File: src/rtl/adc_sample_filter_pkg.sv
// Shared ADC constants for the sample filter, the ADC reader and the J1 io address map.
// Pure definitions; no latency, no flow control.
package adc_sample_filter_pkg;
  localparam int ADC_SAMPLE_WIDTH = 10;
  localparam logic [ADC_SAMPLE_WIDTH-1:0] ADC_FULL_SCALE = 10'h3FF;
endpackage

File: src/rtl/adc_min_max.sv
// Running min/max of qualified samples since reset/clear; updates 1 cycle after valid.
// No backpressure: accepts a sample every cycle.
module adc_min_max
  import adc_sample_filter_pkg::*;
#(
  parameter int W = ADC_SAMPLE_WIDTH
) (
  input  logic         clk12MHz,
  input  logic         reset,
  input  logic         clear,
  input  logic [W-1:0] sample,
  input  logic         valid,
  output logic [W-1:0] min,
  output logic [W-1:0] max
);

  logic         seen_q, seen_d;
  logic [W-1:0] min_q, min_d;
  logic [W-1:0] max_q, max_d;

  // The first sample loads both bounds; afterwards only strictly new extremes move them.
  always_comb begin
    seen_d = seen_q;
    min_d  = min_q;
    max_d  = max_q;
    if (clear) begin
      seen_d = 1'b0;
      min_d  = '1;
      max_d  = '0;
    end else if (valid) begin
      seen_d = 1'b1;
      if (!seen_q || (sample < min_q)) min_d = sample;
      if (!seen_q || (sample > max_q)) max_d = sample;
    end
  end

  always_ff @(posedge clk12MHz or posedge reset) begin
    if (reset) begin
      seen_q <= 1'b0;
      min_q  <= '1;
      max_q  <= '0;
    end else begin
      seen_q <= seen_d;
      min_q  <= min_d;
      max_q  <= max_d;
    end
  end

  assign min = min_q;
  assign max = max_q;

endmodule

File: src/rtl/adc_sample_filter.sv
// Boxcar mean over the last 2**LOG2_DEPTH ADC samples plus running min/max; sample_valid -> avg_valid 2 cycles.
// No backpressure: back-to-back samples accepted every cycle.
module adc_sample_filter
  import adc_sample_filter_pkg::*;
#(
  parameter int SAMPLE_WIDTH = ADC_SAMPLE_WIDTH,
  parameter int LOG2_DEPTH   = 3
) (
  input  logic                    clk12MHz,
  input  logic                    reset,
  input  logic [SAMPLE_WIDTH-1:0] sample_in,
  input  logic                    sample_valid,
  input  logic                    clear,
  output logic [SAMPLE_WIDTH-1:0] avg_out,
  output logic                    avg_valid,
  output logic [SAMPLE_WIDTH-1:0] min_out,
  output logic [SAMPLE_WIDTH-1:0] max_out,
  output logic                    filled
);

  localparam int DEPTH = 1 << LOG2_DEPTH;
  localparam int SUMW  = SAMPLE_WIDTH + LOG2_DEPTH;
  localparam logic [LOG2_DEPTH:0] FULL_CNT = (LOG2_DEPTH + 1)'(DEPTH);

  logic [SAMPLE_WIDTH-1:0] win_q [DEPTH];
  logic [LOG2_DEPTH-1:0]   wr_ptr_q, wr_ptr_d;
  logic [LOG2_DEPTH:0]     fill_q, fill_d;
  logic [SUMW-1:0]         sum_q, sum_d;
  logic                    s1_vld_q, s1_vld_d;
  logic [SAMPLE_WIDTH-1:0] avg_q, avg_d;
  logic                    avg_vld_q, avg_vld_d;
  logic                    accept;

  assign accept = sample_valid && !clear;

  // The sum is updated modulo 2**SUMW; the true value always fits, so wrap is harmless.
  always_comb begin
    wr_ptr_d  = wr_ptr_q;
    fill_d    = fill_q;
    sum_d     = sum_q;
    avg_d     = avg_q;
    s1_vld_d  = accept;
    avg_vld_d = s1_vld_q && !clear;
    if (clear) begin
      wr_ptr_d = '0;
      fill_d   = '0;
      sum_d    = '0;
      avg_d    = '0;
    end else begin
      if (accept) begin
        wr_ptr_d = wr_ptr_q + LOG2_DEPTH'(1);
        sum_d    = sum_q + SUMW'(sample_in) - SUMW'(win_q[wr_ptr_q]);
        if (fill_q != FULL_CNT) fill_d = fill_q + (LOG2_DEPTH + 1)'(1);
      end
      if (s1_vld_q) avg_d = sum_q[SUMW-1:LOG2_DEPTH];
    end
  end

  always_ff @(posedge clk12MHz or posedge reset) begin
    if (reset) begin
      for (int i = 0; i < DEPTH; i++) win_q[i] <= '0;
    end else if (clear) begin
      for (int i = 0; i < DEPTH; i++) win_q[i] <= '0;
    end else if (accept) begin
      win_q[wr_ptr_q] <= sample_in;
    end
  end

  always_ff @(posedge clk12MHz or posedge reset) begin
    if (reset) begin
      wr_ptr_q  <= '0;
      fill_q    <= '0;
      sum_q     <= '0;
      s1_vld_q  <= 1'b0;
      avg_q     <= '0;
      avg_vld_q <= 1'b0;
    end else begin
      wr_ptr_q  <= wr_ptr_d;
      fill_q    <= fill_d;
      sum_q     <= sum_d;
      s1_vld_q  <= s1_vld_d;
      avg_q     <= avg_d;
      avg_vld_q <= avg_vld_d;
    end
  end

  adc_min_max #(
    .W(SAMPLE_WIDTH)
  ) u_min_max (
    .clk12MHz (clk12MHz),
    .reset    (reset),
    .clear    (clear),
    .sample   (sample_in),
    .valid    (sample_valid),
    .min      (min_out),
    .max      (max_out)
  );

  assign avg_out   = avg_q;
  assign avg_valid = avg_vld_q;
  assign filled    = (fill_q == FULL_CNT);

endmodule

File: config.mk
export PLATFORM = sky130hd
export DESIGN_NAME = adc_sample_filter
export DESIGN_NICKNAME = d
export VERILOG_FILES = /design/src/rtl/adc_sample_filter_pkg.sv /design/src/rtl/adc_min_max.sv /design/src/rtl/adc_sample_filter.sv
export SDC_FILE = /design/constraint.sdc
export NUM_CORES = 1
export LEC_CHECK = 0
export ABC_CLOCK_PERIOD_IN_PS = 6200
export CAP_MARGIN = 20
export CORE_UTILIZATION = 64
export CTS_CLUSTER_DIAMETER = 60
export DETAILED_ROUTE_END_ITERATION = 10
export DONT_BUFFER_PORTS = 1
export GPL_ROUTABILITY_DRIVEN = 0
export GPL_TIMING_DRIVEN = 0
export PLACE_DENSITY = 0.77
export SLEW_MARGIN = 20
export SYNTH_ARGS = -nofsm -noshare
export SYNTH_HDL_FRONTEND = slang
export SYNTH_SLANG_ARGS = --single-unit
File: constraint.sdc
create_clock -name clk12MHz -period 6.2 [get_ports clk12MHz]
set_clock_uncertainty 0.15 [all_clocks]
set_input_delay 0.93 -clock clk12MHz [delete_from_list [all_inputs] [get_ports clk12MHz]]
set_output_delay 0.93 -clock clk12MHz [all_outputs]
set_load 0.02 [all_outputs]
==> results of run 1 <==
-- cell families after synthesis --
kind of cell / count (synthesis) / share of synthesized area (%)
AND/OR/NAND/NOR: 306 / 17.28
flip-flops: 133 / 44.12
buffers and inverters: 115 / 5.849
adder cells (fa/ha/maj): 45 / 8.427
multiplexers: 43 / 6.593
XOR/XNOR: 10 / 1.157
AO/OA/AOI/OAI: 198 / 16.57
-- path summary, 6_finish.rpt --
check | startpoint | slack [ns] | cells past startpoint | endpoint
min reg2reg | win_q[2] | 0.37 | 2 | win_q[2]
max in group asynchronous | reset | 4.99 | 2 | win_q[2]
min | reset | 0.13 | 1 | win_q[77]
max reg2reg | wr_ptr_q[2] | 1.62 | 12 | sum_q[12]
max | wr_ptr_q[2] | 1.62 | 12 | sum_q[12]
min in group clk12MHz | win_q[2] | 0.37 | 2 | win_q[2]
-- per-stage QoR --
step | power, mW | utilization (%) | setup slack [ns] | instance area (µm²)
detailed placement | 1.709 | 67.90 | 1.726 | 7786
global route | 2.891 | 73.13 | 1.401 | 8386
finish | 2.770 | 73.13 | 1.616 | 8386
global placement | 1.675 | 67.59 | 0.3773 | 7751
floorplan | 1.551 | - | 1.582 | 7572
CTS | 2.758 | 73.13 | 1.673 | 8386
-- report_power, final --
part           switching (mW)  internal (mW)
Clock                   0.380          0.669
Sequential             0.0814          0.934
Combinational           0.420          0.286
-- critical path: stages, from the launching register on --
cell and delay (ns):
sky130_fd_sc_hd__dfrtp_1 0.47, sky130_fd_sc_hd__buf_1 0.55, sky130_fd_sc_hd__buf_2 0.39, sky130_fd_sc_hd__a22oi_1 0.16, sky130_fd_sc_hd__o221ai_1 0.35, sky130_fd_sc_hd__fa_1 0.53, sky130_fd_sc_hd__fa_1 0.46, sky130_fd_sc_hd__nor2b_1 0.19
sky130_fd_sc_hd__o31a_1 0.21, sky130_fd_sc_hd__o21ai_1 0.15, sky130_fd_sc_hd__o21ai_0 0.26, sky130_fd_sc_hd__mux2i_1 0.23, sky130_fd_sc_hd__mux2_2 0.35
-- cell usage after synthesis, drive strengths merged, types with 11 or more instances --
library cell,number
a21o,11
a21oi,98
buf,12
clkbuf,33
dfrtp,123
ha,35
inv,69
mux2,15
mux2i,24
nand2,198
nand3,12
nor2,51
o21ai,27
or3,12
-- layer usage --
metal / wire, µm / track usage [%] / up-vias
li1: - / - / 2921
met1: 8456 / 45.87 / 3157
met2: 10120 / 58.39 / 364
met3: 1662 / 8.256 / 90
met4: 1030 / 19.47 / 0
met5: 0 / 0 / -
-- area by class of cell --
cell class	count	area share, %
clock buffer	22	5.297
clock inverter	10	1.850
buffer	45	2.149
multi-input combinational	602	45.18
inverter	70	3.223
timing repair buffer	1	0.3283
sequential	133	39.84
tap	143	2.134
-- registers in the layout, summed over array words and instances (netlist names) --
register	cells
win_q	80
sum_q	13
avg_out	10
u_min_max.max	10
u_min_max.min	10
fill_q	4
wr_ptr_q	3
avg_valid	1
s1_vld_q	1
u_min_max.seen_q	1
==> flow_summary.json, run 1 <==
{
  "chipWidth_um": 110.8,
  "largest_net_degree_at_the_start_of_global_routing": 109,
  "yosysTopAreaCellShare_pct": 40.65,
  "first_iteration_detailed_routing_drc_count": 740,
  "std_cell_rows": 39,
  "max-slew-margin-rel_pct": 39.86,
  "clock-root-buffer": "sky130_fd_sc_hd__clkbuf_16",
  "place.detailed.instances": 994,
  "irDropWorstVdd_uv": 241.2,
  "timing.max_cap.violations": 0,
  "htree_num_levels": 4,
  "final-instance-count-excl-fill": 1026,
  "drt-wirelength-per-cell_um": 20.73,
  "max_freq_mhz": 218.2,
  "layout_worst_path_cycle_share_pct": 73.93,
  "final_hold_viol_count": 0,
  "synth-edff-count": 0,
  "setup_viol_count_final": 0,
  "fraction_of_registers_with_async_set_reset_pct": 100.0,
  "cts_max_path_buffers": 2,
  "ctsResizeCount": 0,
  "worst_hold_path_type": "input port to asynchronous set/reset pin",
  "netlist_instances": 850,
  "worst_pin_slew_ns": 0.8987,
  "cts.reportedPaths.clkPinSlew_ns": 0.06,
  "grt_antenna_before_repair": 0,
  "area.growth.synth_to_final_pct": 10.74,
  "final_layout_size_suffix_gt1_share_pct": 9.513,
  "clkSinkCount": 133,
  "postCtsSetupBuffers": 0,
  "grt_use_total_pct": 36.34,
  "synth.avg_cell_area_um2": 8.909,
  "setup_tns_ns": 0,
  "i_o_buffers": 0,
  "detailedRoute.firstPassIterationCount": 5,
  "number_of_global_route_vias_before_repair": 6353,
  "cts_tree": "yes",
  "rsz0062_at_grt": "false",
  "detailroute.via_count": 6532,
  "synthesis.area_mm2": 0.007572,
  "vias_per_instance": 6.366,
  "num-fill-cells": 838,
  "cts_inserted_buffers": 17,
  "worstSetupStartpointType": "flip-flop",
  "grt_pass1_wl_um": 33830,
  "clock_latency_ns": 0.43,
  "io_pins": 46,
  "powerDensity_mw_per_mm2": 330.4,
  "layout.nets": 929,
  "fp.dieArea_mm2": 0.01227,
  "drtAntennaViolNets": 0,
  "finalCriticalPeriod_ns": 4.584,
  "power_leakage_nw": 3.767,
  "required_time_of_the_critical_path_ns": 6.36,
  "crit_type": "flip-flop to flip-flop",
  "ys_warn_count": 0,
  "detailedPlacementHpwl_um": 14570,
  "synth_area_leaders": "sky130_fd_sc_hd__dfrtp_1, sky130_fd_sc_hd__nand2_1, sky130_fd_sc_hd__a21oi_1",
  "drt_wl_total_um": 21270,
  "synthesis.nets": 909,
  "outcome": "completed",
  "register_bit_count_reported_by_yosys": 133,
  "hold_ws_ns": 0.1290,
  "multi_input_combinational_cell_area_mm2": 0.003789,
  "layout_commonest_cell": "sky130_fd_sc_hd__nand2_1",
  "drcViolationCount": 0,
  "cts-hold-fix-buffers": 0,
  "insertedDiodeCount": 0,
  "synth_ff_type": "sky130_fd_sc_hd__dfrtp_1",
  "synth_seq_area_share_pct": 44.12,
  "timing.critical_path.fanout_max": 10,
  "synth_largest_area_cell": "sky130_fd_sc_hd__dfrtp_1",
  "global_route.overflow_total": 0,
  "maxSlewViolCount": 0,
  "starting_density_pct": 66.03,
  "die-height_um": 110.8,
  "arrival_ns": 4.74,
  "floorplan.core_area_mm2": 0.01147,
  "synth_cell_type_count": 53,
  "endpoint_kind": "flip-flop",
  "layout.cells.most_common_list": "sky130_fd_sc_hd__nand2_1, sky130_fd_sc_hd__dfrtp_1, sky130_fd_sc_hd__a21oi_1, sky130_fd_sc_hd__inv_1, sky130_fd_sc_hd__nor2_1",
  "sequential_cell_area_mm2": 0.003341
}
No activity file was read; power rests on OpenSTA's default activity.
==> run 2, diff against run 1 <==
--- a/config.mk
+++ b/config.mk
@@ -5,15 +5,15 @@
 export SDC_FILE = /design/constraint.sdc
 export NUM_CORES = 1
 export LEC_CHECK = 0
-export ABC_CLOCK_PERIOD_IN_PS = 6200
+export ABC_CLOCK_PERIOD_IN_PS = 3700
 export CAP_MARGIN = 20
-export CORE_UTILIZATION = 64
+export CORE_UTILIZATION = 58
 export CTS_CLUSTER_DIAMETER = 60
 export DETAILED_ROUTE_END_ITERATION = 10
 export DONT_BUFFER_PORTS = 1
 export GPL_ROUTABILITY_DRIVEN = 0
 export GPL_TIMING_DRIVEN = 0
-export PLACE_DENSITY = 0.77
+export PLACE_DENSITY = 0.73
 export SLEW_MARGIN = 20
 export SYNTH_ARGS = -nofsm -noshare
 export SYNTH_HDL_FRONTEND = slang
==> constraint.sdc (replaced) <==
create_clock -name clk12MHz -period 3.7 [get_ports clk12MHz]
set_clock_uncertainty 0.15 [all_clocks]
set_input_delay 0.555 -clock clk12MHz [delete_from_list [all_inputs] [get_ports clk12MHz]]
set_output_delay 0.555 -clock clk12MHz [all_outputs]
set_load 0.02 [all_outputs]
==> run 2 against run 1 <==
Effect of this change: the run now ends with setup timing left; register-to-register slack worse by 1.7 ns; sequential cell count did not move; die area increased by 10%; sequential power increased by 68%; first-iteration DRC count increased by 25%; non-clock buffer count up 20; global-route usage up 0.52 points; final area up 7.4%; critical path type unchanged.
==> flow_summary.json, run 2 (same netlist as run 1, synthesis figures left out) <==
{
  "grt_antenna_before_repair": 0,
  "outcome": "complete, but fails checks",
  "die-height_um": 116.3,
  "htree_num_levels": 4,
  "grt_pass1_wl_um": 36350,
  "i_o_buffers": 0,
  "regToRegStartpoint": "wr_ptr_q[1]",
  "layout_top_registers": "win_q: 80 flops, sum_q: 13 flops",
  "worst_pin_slew_ns": 0.9218,
  "rrSetupSlack_ns": -0.1,
  "arrival_ns": 3.97,
  "power.total_mw": 4.997,
  "grt_use_total_pct": 36.86,
  "max_freq_mhz": 263.2,
  "chipWidth_um": 116.3,
  "maxSlewViolCount": 0,
  "largest_register": "win_q",
  "required_time_of_the_critical_path_ns": 3.87,
  "setup_viol_count_final": 2,
  "layout_worst_path_cycle_share_pct": 102.7,
  "drcViolationCount": 0,
  "critical-path-max-stage-delay_ns": 0.51,
  "postLayoutCoreUtil_pct": 71.09,
  "max-slew-margin-rel_pct": 38.32,
  "power_leakage_nw": 3.958,
  "preCtsSetupSlack_ns": -0.6680,
  "num-fill-cells": 942,
  "number_of_global_route_vias_before_repair": 6837,
  "worstSetupStartpointType": "flip-flop",
  "cts_inserted_buffers": 17,
  "first_iteration_detailed_routing_drc_count": 928,
  "timing.critical_path.fanout_max": 7,
  "multi_input_combinational_cell_area_mm2": 0.004096,
  "timing.rr.end": "sum_q[12]",
  "io_pins": 46,
  "starting_density_pct": 59.76,
  "area.growth.synth_to_final_pct": 18.95,
  "layout_commonest_cell": "sky130_fd_sc_hd__nand2_1",
  "cp_cell_sequence": "buf_8, buf_8, mux2_4, a22oi_2, o221ai_2, fa_1, fa_2, nor2b_4, o31a_1, o21ai_2, o21ai_2, mux2i_1, mux2_2",
  "clock-root-buffer": "sky130_fd_sc_hd__clkbuf_16",
  "clkSinkCount": 133,
  "cts.reportedPaths.clkPinSlew_ns": 0.06,
  "final_hold_viol_count": 0,
  "layout.cells.most_common_list": "sky130_fd_sc_hd__nand2_1, sky130_fd_sc_hd__dfrtp_1, sky130_fd_sc_hd__a21oi_1, sky130_fd_sc_hd__inv_1, sky130_fd_sc_hd__nor2_1",
  "violations": "setup timing",
  "timing.max_cap.violations": 0,
  "fp.dieArea_mm2": 0.01352,
  "rsz0062_at_grt": "true",
  "std_cell_rows": 41,
  "detailedPlacementHpwl_um": 15400,
  "largest_net_degree_at_the_start_of_global_routing": 35,
  "endpoint_kind": "flip-flop",
  "worst_hold_start": "sample_in[4]",
  "layout.nets": 949,
  "cts_max_path_buffers": 2,
  "detailroute.via_count": 6890,
  "powerDensity_mw_per_mm2": 554.8,
  "floorplan.core_area_mm2": 0.01267,
  "r2r_cells": 13,
  "finalCriticalPeriod_ns": 3.800,
  "drt_wl_total_um": 23470,
  "worst_hold_path_type": "input port to flip-flop",
  "global_route.overflow_total": 0,
  "drtAntennaViolNets": 0,
  "cts_tree": "yes",
  "min_delay_path_depth": 1,
  "crit_path_top_delay_cell": "sky130_fd_sc_hd__fa_1",
  "vias_per_instance": 6.415,
  "final_layout_size_suffix_gt1_share_pct": 18.18,
  "sequential_cell_area_mm2": 0.003344,
  "irDropWorstVdd_uv": 310.7,
  "insertedDiodeCount": 0,
  "flip_flop_count_of_the_largest_register_all_copies_and_words_added": 80,
  "worstHoldEndpoint": "u_min_max.min[4]",
  "pnr_worst_setup_slack_ns": -0.09961,
  "detailedRoute.firstPassIterationCount": 6,
  "drt-wirelength-per-cell_um": 21.85,
  "clock_latency_ns": 0.43,
  "setup_tns_ns": -0.1679,
  "crit_type": "flip-flop to flip-flop"
}
run 2: worst max-delay path, delay by kind of cell, from the launching register on:
kind,cells,cell delay (ns)
AOI/OAI and AO/OA,5,0.83
adders and majority gates,2,0.94
buffers and inverters,2,0.30
DFF,1,0.46
muxes,3,0.85
and+or+nand+nor,1,0.14
run 2: final cells by class:
class	instances	share of cell area (%)
Multi-Input combinational cell	602	45.48
Sequential cell	133	37.13
Clock buffer	20	5.181
Inverter	70	2.959
Timing Repair Buffer	21	2.736
Buffer	45	2.709
Tap cell	172	2.389
Clock inverter	11	1.417
run 2: power by group:
group          internal, mW  switching [mW]  leakage, nW  total [mW]
logic                 0.716           0.872         1.89        1.59
registers              1.57           0.140         1.79        1.71
clock network          1.04           0.662        0.284        1.70
total                  3.32            1.67         3.96        5.00
run 2: worst max-delay path by stage:
stage,slack [ns],endpoint,cells after the start,startpoint
after floorplan,0.008,sum_q[12],13,wr_ptr_q[1]
after global placement,-0.63,sum_q[12],13,wr_ptr_q[1]
after detailed placement,-0.67,sum_q[12],13,wr_ptr_q[1]
after CTS,-0.05,sum_q[12],13,wr_ptr_q[1]
after global routing,-0.18,sum_q[12],15,wr_ptr_q[1]
final,-0.1,sum_q[12],13,wr_ptr_q[1]
run 2: what timing repair did:
action	in CTS	in global routing
hold buffers	1	0
setup buffers	11	4
hold endpoints to repair	14	0
pin swaps	16	19
endpoints found under the setup margin	10	8
gates cloned	1	0
resized for setup	51	38
run 2: per-stage QoR:
step | area (µm²) | instances | hold slack (ns)
CTS | 8823 | 1070 | 0.1518
finish | 9007 | 1074 | 0.1560
detailed placement | 7885 | 1026 | 0.3207
global placement | 7797 | 1022 | 0.3543
global route | 9007 | 1074 | 0.1500
floorplan | 7582 | 850 | 0.3329
run 2: routing by layer:
metal  routed length, µm  global-route usage, %  up-vias
met5                   0                      0        -
met4                1328                  21.20        0
met3                1997                  6.954      124
met2               11290                  61.14      444
met1                8858                  45.20     3350
li1                    -                      -     2972
==> run 3, diff against run 2 <==
--- a/config.mk
+++ b/config.mk
@@ -7,13 +7,15 @@
 export LEC_CHECK = 0
 export ABC_CLOCK_PERIOD_IN_PS = 3700
 export CAP_MARGIN = 20
-export CORE_UTILIZATION = 58
+export CELL_PAD_IN_SITES_DETAIL_PLACEMENT = 0
+export CELL_PAD_IN_SITES_GLOBAL_PLACEMENT = 1
+export CORE_UTILIZATION = 45
 export CTS_CLUSTER_DIAMETER = 60
 export DETAILED_ROUTE_END_ITERATION = 10
 export DONT_BUFFER_PORTS = 1
 export GPL_ROUTABILITY_DRIVEN = 0
 export GPL_TIMING_DRIVEN = 0
-export PLACE_DENSITY = 0.73
+export PLACE_DENSITY = 0.74
 export SLEW_MARGIN = 20
 export SYNTH_ARGS = -nofsm -noshare
 export SYNTH_HDL_FRONTEND = slang
==> run 3 against run 2 <==
Effect of this change: the run still ends with setup timing left; setup slack got worse by 0.012 ns; sequential share of layout area fell by 0.70 points; power rose by 2.6%; cell count rose by 5.1%; final area rose by 1.9%; via count fell by 5.2%; clock power rose by 4%; critical path depth did not move; largest cell class unchanged.
==> flow_summary.json, run 3 (same netlist as run 1, synthesis figures left out) <==
{
  "maxSlewViolCount": 0,
  "outcome": "complete, but fails checks",
  "powerDensity_mw_per_mm2": 558.8,
  "global_route.overflow_total": 0,
  "clkSinkCount": 133,
  "cts_inserted_buffers": 17,
  "final_hold_viol_count": 0,
  "power.total_mw": 5.129,
  "detailroute.via_count": 6531,
  "drtAntennaViolNets": 0,
  "layout.nets": 956,
  "met2_wirelength_um": 11310,
  "io_pins": 46,
  "detailedPlacementHpwl_um": 16230,
  "std_cell_rows": 47,
  "preCtsSetupSlack_ns": -0.7791,
  "switchingPower_mw": 1.672,
  "largest_net_degree_at_the_start_of_global_routing": 32,
  "setup_tns_ns": -0.1685,
  "worst_hold_path_type": "input port to flip-flop",
  "number_of_global_route_vias_before_repair": 6356,
  "cts.reportedPaths.clkPinSlew_ns": 0.06,
  "grt_pass1_wl_um": 36200,
  "starting_density_pct": 45.82,
  "violations": "setup timing",
  "p_seq_share_pct": 33.2,
  "layout.cells.most_common_list": "sky130_fd_sc_hd__nand2_1, sky130_fd_sc_hd__dfrtp_1, sky130_fd_sc_hd__a21oi_1, sky130_fd_sc_hd__inv_1, sky130_fd_sc_hd__nor2_1",
  "die-height_um": 131.7,
  "critical-path-top-cell-by-count": "sky130_fd_sc_hd__o21ai_2",
  "timing.max_cap.violations": 0,
  "cts_tree": "yes",
  "worst_pin_slew_ns": 0.9003,
  "final_layout_size_suffix_gt1_share_pct": 18.81,
  "clock-root-buffer": "sky130_fd_sc_hd__clkbuf_16",
  "hold_ws_ns": 0.1667,
  "pnr_worst_setup_slack_ns": -0.1113,
  "fp.dieArea_mm2": 0.01735,
  "floorplan.core_area_mm2": 0.01652,
  "critical_path_buf_inv_count": 2,
  "layout_top_registers": "win_q: 80 flops, sum_q: 13 flops",
  "sw_frac_of_total_pct": 32.61,
  "worstSetupStartpointType": "flip-flop",
  "irDropWorstVdd_uv": 405.0,
  "cp_cell_sequence": "clkbuf_4, mux2i_1, nor3_1, a311o_1, fa_1, inv_1, ha_4, nand2_2, o21ai_2, o21ai_2, o21ai_2, mux2i_1, mux2_2",
  "largest_register": "win_q",
  "multi_input_combinational_cell_area_mm2": 0.004130,
  "num-fill-cells": 1460,
  "endpoint_kind": "flip-flop",
  "arrival_ns": 3.97,
  "p_comb_share_pct": 32.3,
  "setup_viol_count_final": 2,
  "rsz0062_at_grt": "true",
  "area.growth.synth_to_final_pct": 21.20,
  "power_leakage_nw": 3.994,
  "crit_path_top_delay_cell": "sky130_fd_sc_hd__fa_1",
  "vias_per_instance": 5.785,
  "finalCriticalPeriod_ns": 3.811,
  "cts_max_path_buffers": 2,
  "met3_wl_um": 1563,
  "chipWidth_um": 131.7,
  "maxUsedRoutingLayer": "met4",
  "grt_antenna_before_repair": 0,
  "crit_type": "flip-flop to flip-flop",
  "layout_worst_path_cycle_share_pct": 103.0,
  "max_freq_mhz": 262.4,
  "first_iteration_detailed_routing_drc_count": 723,
  "layout_commonest_cell": "sky130_fd_sc_hd__nand2_1",
  "required_time_of_the_critical_path_ns": 3.86,
  "part_of_the_total_power_dissipated_in_the_clock_network_pct": 34.6,
  "max-slew-margin-rel_pct": 39.76,
  "drcViolationCount": 0,
  "insertedDiodeCount": 0,
  "path_delay_family": "multiplexers",
  "timing.critical_path.fanout_max": 10,
  "flip_flop_count_of_the_largest_register_all_copies_and_words_added": 80,
  "drt-wirelength-per-cell_um": 20.99,
  "i_o_buffers": 0,
  "critical-path-max-stage-delay_ns": 0.49,
  "wirelength_met1_um": 10040,
  "postLayoutCoreUtil_pct": 55.54,
  "internal_power_mw": 3.456,
  "sequential_cell_area_mm2": 0.003343,
  "drt_wl_total_um": 23690,
  "htree_num_levels": 4,
  "clock_latency_ns": 0.42,
  "grt_use_total_pct": 27.68,
  "detailedRoute.firstPassIterationCount": 5
}
[run 3: area by class of cell]
type | count | area share [%]
buffer | 45 | 2.563
tap | 220 | 2.999
timing repair buffer | 28 | 3.449
clock buffer | 23 | 5.317
inverter | 70 | 2.904
sequential | 133 | 36.43
clock inverter | 8 | 1.336
multi-input combinational | 602 | 45.00
[run 3: path summary, 6_finish.rpt]
| kind | startpoint | end | slack [ns] | cells after the start |
|---|---|---|---|---|
| setup / recovery | wr_ptr_q[0] | sum_q[12] | -0.11 | 13 |
| hold / removal | sample_in[9] | u_min_max.min[9] | 0.17 | 1 |
| setup reg to reg | wr_ptr_q[0] | sum_q[12] | -0.11 | 13 |
| hold reg to reg | win_q[5] | win_q[5] | 0.37 | 2 |
| max in group asynchronous | reset | u_min_max.min[9] | 1.84 | 5 |
| min in group asynchronous | reset | win_q[73] | 0.52 | 2 |
[run 3: routing by layer]
layer | vias to the layer above | global-route usage [%]
met1 | 3257 | 35.32
li1 | 2979 | -
met4 | 0 | 11.95
met3 | 48 | 5.980
met2 | 247 | 45.36
met5 | - | 0
[run 3: power groups by stage]
stage / sequential [mW] / combinational [mW] / clock, mW
finish: 1.70 / 1.65 / 1.77
global route: 1.71 / 1.80 / 1.85
CTS: 1.70 / 1.40 / 1.79
detailed placement: 1.72 / 1.16 / 0
global placement: 1.72 / 1.13 / 0
floorplan: 1.69 / 0.911 / 0
[run 3: stage by stage]
step / area [µm²] / std cells
floorplan: 7582 / 850
global placement: 7858 / 1070
detailed placement: 7945 / 1074
CTS: 8941 / 1123
global route: 9178 / 1129
finish: 9178 / 1129
[run 3: what timing repair did]
item	4_1_cts	5_1_grt
gates resized for setup	53	42
setup endpoints to repair	10	10
hold buffers	1	0
pin swaps	19	29
gates cloned	0	1
hold endpoints to repair	13	0
setup buffers	17	6
